$ cat src/rtl/task_write_pattern.sv
// Writes BYTES_TO_WRITE pattern bytes (SEED+i) to raw SD block FIRST_RAW_BLOCK via multi-block SPI writes.
// Outputs are registered Moore decodes of the next state; every wait on spi_busy is bounded by TIMEOUT_CYCLES.
module task_write_pattern #(
   parameter int unsigned BYTES_TO_WRITE  = 256,
   parameter logic [31:0] FIRST_RAW_BLOCK = 32'd50,
   parameter logic [7:0]  SEED            = 8'hA5,
   parameter int unsigned TIMEOUT_CYCLES  = 2**20
) (
   input  logic        clk,
   input  logic        rst,
   input  logic        start,
   input  logic        spi_busy,
   input  logic        spi_err,
   output logic        rst_spi,
   output logic        w_multi_block,
   output logic        w_byte,
   output logic [31:0] w_block_addr,
   output logic [7:0]  w_data,
   output logic [31:0] bytes_sent,
   output logic        end_signal,
   output logic        error,
   output logic [31:0] debug
);

   localparam int CNT_W = $clog2(BYTES_TO_WRITE + 1);
   localparam int TMO_W = (TIMEOUT_CYCLES > 1) ? $clog2(TIMEOUT_CYCLES) : 1;
   localparam logic [CNT_W-1:0] CNT_LAST = CNT_W'(BYTES_TO_WRITE);
   localparam logic [TMO_W-1:0] TMO_LAST = TMO_W'(TIMEOUT_CYCLES - 1);

   typedef enum logic [3:0] {
      IDLE       = 4'd0,
      RST_SPI    = 4'd1,
      WAIT_READY = 4'd2,
      OPEN       = 4'd3,
      BLANK_O    = 4'd4,
      WAIT_OPEN  = 4'd5,
      SEND       = 4'd6,
      BLANK_B    = 4'd7,
      WAIT_BYTE  = 4'd8,
      CLOSE      = 4'd9,
      BLANK_C    = 4'd10,
      WAIT_CLOSE = 4'd11,
      END_STATE  = 4'd12,
      ERROR      = 4'd13
   } state_t;

   state_t           state_q, state_d;
   logic [CNT_W-1:0] cnt_q, cnt_d;
   logic [TMO_W-1:0] tmo_q, tmo_d;
   logic             rst_spi_q, rst_spi_d;
   logic             w_multi_block_q, w_multi_block_d;
   logic             w_byte_q, w_byte_d;
   logic [7:0]       w_data_q, w_data_d;
   logic             end_signal_q, end_signal_d;
   logic             error_q, error_d;
   logic             in_wait;

   always_comb begin
      state_d = state_q;
      cnt_d   = cnt_q;
      tmo_d   = '0;
      in_wait = (state_q == WAIT_READY) || (state_q == WAIT_OPEN) ||
                (state_q == WAIT_BYTE)  || (state_q == WAIT_CLOSE);

      case (state_q)
         IDLE:       if (start) state_d = RST_SPI;
         RST_SPI: begin
            cnt_d   = '0;
            state_d = WAIT_READY;
         end
         WAIT_READY: if (!spi_busy) state_d = OPEN;
         OPEN:       state_d = BLANK_O;
         BLANK_O:    state_d = WAIT_OPEN;
         WAIT_OPEN:  if (!spi_busy) state_d = SEND;
         SEND:       state_d = BLANK_B;
         BLANK_B:    state_d = WAIT_BYTE;
         WAIT_BYTE: begin
            if (!spi_busy) begin
               cnt_d   = cnt_q + CNT_W'(1);
               state_d = (cnt_d == CNT_LAST) ? CLOSE : SEND;
            end
         end
         CLOSE:      state_d = BLANK_C;
         BLANK_C:    state_d = WAIT_CLOSE;
         WAIT_CLOSE: if (!spi_busy) state_d = END_STATE;
         END_STATE:  state_d = END_STATE;
         ERROR:      state_d = ERROR;
         default:    state_d = ERROR;
      endcase

      // tmo_d defaults to zero, so it is cleared on entry to every wait state
      if (in_wait && spi_busy) begin
         if (tmo_q == TMO_LAST) state_d = ERROR;
         else                   tmo_d   = tmo_q + TMO_W'(1);
      end

      if (spi_err && (state_q != IDLE) && (state_q != END_STATE) && (state_q != ERROR))
         state_d = ERROR;

      // Outputs decoded from the next state so the registered copies line up with state_q
      rst_spi_d       = (state_d == RST_SPI);
      w_multi_block_d = (state_d == OPEN) || (state_d == BLANK_O) || (state_d == WAIT_OPEN) ||
                        (state_d == SEND) || (state_d == BLANK_B) || (state_d == WAIT_BYTE);
      w_byte_d        = (state_d == SEND);
      end_signal_d    = (state_d == END_STATE);
      error_d         = (state_d == ERROR);
      w_data_d        = SEED + 8'(cnt_d);
   end

   always_ff @(posedge clk or negedge rst) begin
      if (!rst) begin
         state_q         <= IDLE;
         cnt_q           <= '0;
         tmo_q           <= '0;
         rst_spi_q       <= 1'b0;
         w_multi_block_q <= 1'b0;
         w_byte_q        <= 1'b0;
         w_data_q        <= SEED;
         end_signal_q    <= 1'b0;
         error_q         <= 1'b0;
      end else begin
         state_q         <= state_d;
         cnt_q           <= cnt_d;
         tmo_q           <= tmo_d;
         rst_spi_q       <= rst_spi_d;
         w_multi_block_q <= w_multi_block_d;
         w_byte_q        <= w_byte_d;
         w_data_q        <= w_data_d;
         end_signal_q    <= end_signal_d;
         error_q         <= error_d;
      end
   end

   assign rst_spi       = rst_spi_q;
   assign w_multi_block = w_multi_block_q;
   assign w_byte        = w_byte_q;
   assign w_block_addr  = FIRST_RAW_BLOCK;
   assign w_data        = w_data_q;
   assign bytes_sent    = 32'(cnt_q);
   assign end_signal    = end_signal_q;
   assign error         = error_q;
   assign debug         = {state_q, 4'h0, w_data_q, 16'(cnt_q)};

endmodule

$ cat config.mk
export PLATFORM = sky130hd
export DESIGN_NAME = task_write_pattern
export DESIGN_NICKNAME = d
export VERILOG_FILES = /design/src/rtl/task_write_pattern.sv
export SDC_FILE = /design/constraint.sdc
export NUM_CORES = 1
export LEC_CHECK = 0
export ABC_AREA = 1
export BUFFER_PORTS_ARGS = -buffer_cell sky130_fd_sc_hd__buf_2
export CAP_MARGIN = 20
export CORE_AREA = 2 2 79 89
export DETAILED_ROUTE_END_ITERATION = 6
export DIE_AREA = 0 0 81 91
export PLACE_DENSITY = 0.84
export SYNTH_ARGS = -nofsm -noshare
export SYNTH_HDL_FRONTEND = slang
export SYNTH_SLANG_ARGS = --single-unit
$ cat constraint.sdc
create_clock -name clk -period 2.7 [get_ports clk]
set_input_delay 0.135 -clock clk [delete_from_list [all_inputs] [get_ports clk]]
set_output_delay 0.135 -clock clk [all_outputs]
set_load 0.005 [all_outputs]
==> results by group <==
Status
  • Outcome: finished, final reports clean

GRT
  • Top Usage Layer GRT: met2
  • Vias in the first global route: 2231
  • Initial antenna violation count: 0
  • Total grt overflow: 0
  • Total global-route track usage: 16.3%
  • Met2 Use GR: 28.7%
  • GR Util met1: 19.5%
  • Largest net degree at the start of global routing: 47
  • Met3 Track Usage GR: 3.28%
  • First-pass GRT wire length: 9.71 mm

Final layout
  • Final #Nets: 440
  • FF/Latch Area: 1160 µm²
  • # fillers: 631
  • Share of layout cells above drive strength 1: 21.5%
  • ANT cells: 0
  • Non-Filler Instances: 515
  • Area of the multi-input gates: 1460 µm²
  • Finished Cell Area: 3230 µm²
  • Synthesis-to-layout area growth: 1.81%

Setup path
  • Critical path arrival: 2.26 ns
  • FF-to-FF Start: state_q[3]
  • R2R Setup Slk: 0.61 ns
  • Critical Path Fanout Max: 8
  • CP required: 2.87 ns
  • CP Class: flip-flop to flip-flop
  • Cell depth of the worst flop-to-flop path: 11
  • R2R Path End: w_data[6]
  • Startpoint type of the worst setup path: flip-flop
  • Worst setup EP type: flip-flop

Clock network
  • # hold bufs at CTS: 0
  • Clock Sinks: 46
  • CTS Buf Count: 5
  • H-tree depth: 2
  • CTS tree: built
  • Setup bufs post-CTS: 0
  • CTS root buf: clkbuf_8
  • Clock latency on the worst-skew pair: 0.30 ns
  • Max clock buf depth: 2
  • Number of gates resized after cts: 0
  • Worst-path clk slew: 0.09 ns

STA
  • RSZ-0062 raised after global routing: no
  • Clock skew: 0.00686 ns
  • Final Setup Violations: 0
  • Min Tclk post-route: 2.09 ns
  • Final worst-path cycle share: 77.3%
  • FMAX: 479 MHz
  • Fin. max-slew vios: 0
  • Hold Violations, Final: 0
  • Post-Route Setup TNS: 0 ns
  • Post-route setup slack: 0.613 ns

Power
  • Internal: 903 µW
  • Psw: 268 µW
  • Worst VDD drop: 0.259 mV
  • Logic gate share of total power: 4.3%
  • Static leakage: 1.73 nW
  • Power share of the sequential group: 58.8%
  • P per Cell Area: 362 nW/µm²
  • Clock power share: 36.9%
  • Sw frac: 22.9%
  • Total Power: 1.17 mW

Detailed routing
  • Wire per inst: 11.2 µm
  • Drt first pass iters: 4
  • Drt initial violations: 105
  • Vias per inst: 4.67
  • DRC: 0
  • Final WL: 5.77 mm
  • Post-route ant nets: 0
  • Via count: 2407

Min path
  • Hold depth: 3
  • Hold endpoint: rst_spi
  • Worst Hold Class: input port to flip-flop
  • Worst Hold Launch: start

Die
  • Die X: 81 µm
  • Die area: 7370 µm²
  • Row cnt: 31
  • Ports: 114
  • Core area: 6440 µm²
  • DIE HEIGHT: 91 µm
  • Starting Density: 49.3%

Placed design
  • Final GP Congestion: 0.864
  • Dpl cell area: 3110 µm²
  • Worst slack, placed: 0.629 ns
  • Hpwl dp: 4.52 mm
  • Placed cells: 505
  • Port Buffers: 47

Logic synthesis
  • Ys async rst share: 100%
  • Mapped cell area: 3180 µm²
  • Syn Area/Cell: 7.96 µm²
  • Mapped Cells: 399
  • Top FF cell, synth: dfrtp_1
  • Post-synthesis sequential area ratio: 36.4%
  • Syn. warnings: 0
  • Flops & latches, synth: 46
  • Netlist cell types: 43
  • Number of synthesized flops with an enable pin: 0

Run
  • Max-cap viol count: 0
==> power groups by stage <==
stage	Combinational, mW	Sequential [mW]	Clock, mW
global route	0.0619	0.689	0.476
detailed placement	0.0447	0.702	0
finish	0.0500	0.688	0.433
CTS	0.0447	0.689	0.451
global placement	0.0442	0.702	0
floorplan	0.0963	0.702	0
==> cell usage after synthesis, drive strengths merged, types with 2 or more instances <==
cell type  instances  share of area [%]
buf               86                 20
nand2             68                8.7
nor2              47                6.5
dfrtp             42                 33
inv               41                4.8
nand3             25                4.6
o21ai             19                3.6
xor2              11                3.0
a21oi             10                1.7
nand4              7                1.4
nor3               7                1.1
xnor2              6                1.7
dfstp              4                3.3
ha                 3                1.2
o22ai              3                1.0
a211oi             2               0.47
a31oi              2               0.39
conb               2               0.24
or2                2               0.47
==> kinds of logic after synthesis <==
kind of cell	share of synthesized area [%]
adders and majority gates	1.18
DFF	36.4
buffers and inverters	25.2
other	0.236
AOI/OAI and AO/OA	8.98
xor gates and xnor gates	4.69
and+or+nand+nor	23.3
==> critical path, stage by stage (launching register included) <==
cell and delay [ns]:
dfrtp_1 0.50, inv_2 0.12, nand2_1 0.12, nor2_2 0.20, nor2_2 0.08, inv_2 0.14, o21ai_2 0.09, ha_1 0.20
or2_4 0.26, nand3_2 0.06, nand2_1 0.06, xor2_1 0.15
==> placed cells by master, fill, tap and decap left out, drive strengths merged <==
cell,netlist,routed
inv,41,41
nor2,47,47
a21oi,10,10
o22ai,3,3
o211a,1,1
o21bai,1,1
nand3b,1,1
o21ai,19,19
ha,3,3
nor4,1,1
buf,86,48
clkbuf,1,7
nand2,68,68
nor3b,1,1
conb,2,66
dfstp,4,4
nand4,7,7
a2111oi,1,1
dlygate4sd3,0,1
nand3,25,25
a31oi,2,2
clkinv,1,2
xnor2,6,6
a211oi,2,2
o21a,1,1
nor3,7,7
a21o,1,1
xor2,11,11
a22oi,1,1
a221oi,1,1
dfrtp,42,42
or2,2,2
==> worst max path at each step <==
stage,startpoint,depth (start not counted),to,slack (ns)
4_1_cts,state_q[3],11,w_data[6],0.61
3_5_place_dp,state_q[3],11,w_data[6],0.63
3_3_place_gp,state_q[3],11,w_data[6],0.65
2_1_floorplan,state_q[1],12,w_data[6],0.74
5_1_grt,state_q[3],11,w_data[6],0.45
6_report,state_q[3],11,w_data[6],0.61
==> registers in the layout (all words and copies together) (netlist names) <==
name and count:
cnt_q 9, end_signal 1, error 1, rst_spi 1
state_q 4, tmo_q 20, w_byte 1, w_data 8
w_multi_block 1
==> per-stage QoR <==
stage	utilization (%)	hold slack, ns
global placement	48.3	0.363
CTS	49.8	0.0401
global route	50.2	0.114
finish	50.2	0.108
floorplan	-	-0.161
detailed placement	48.3	0.369
==> cell type report <==
class                   instances  area share, %
clock buffers                   7           2.67
inverters                      42           4.91
well taps                      82           3.17
clock inverters                 1          0.155
repair buffers                 49           8.20
multi-input cells             288           45.1
flip-flops and latches         46           35.7
==> routing by layer <==
metal  wire [µm]  part of all wire [%]
met5           0                     0
met4          59                   1.0
met3         321                   5.6
met2        3070                    53
met1        2320                    40
No activity file was read; power rests on OpenSTA's default activity.
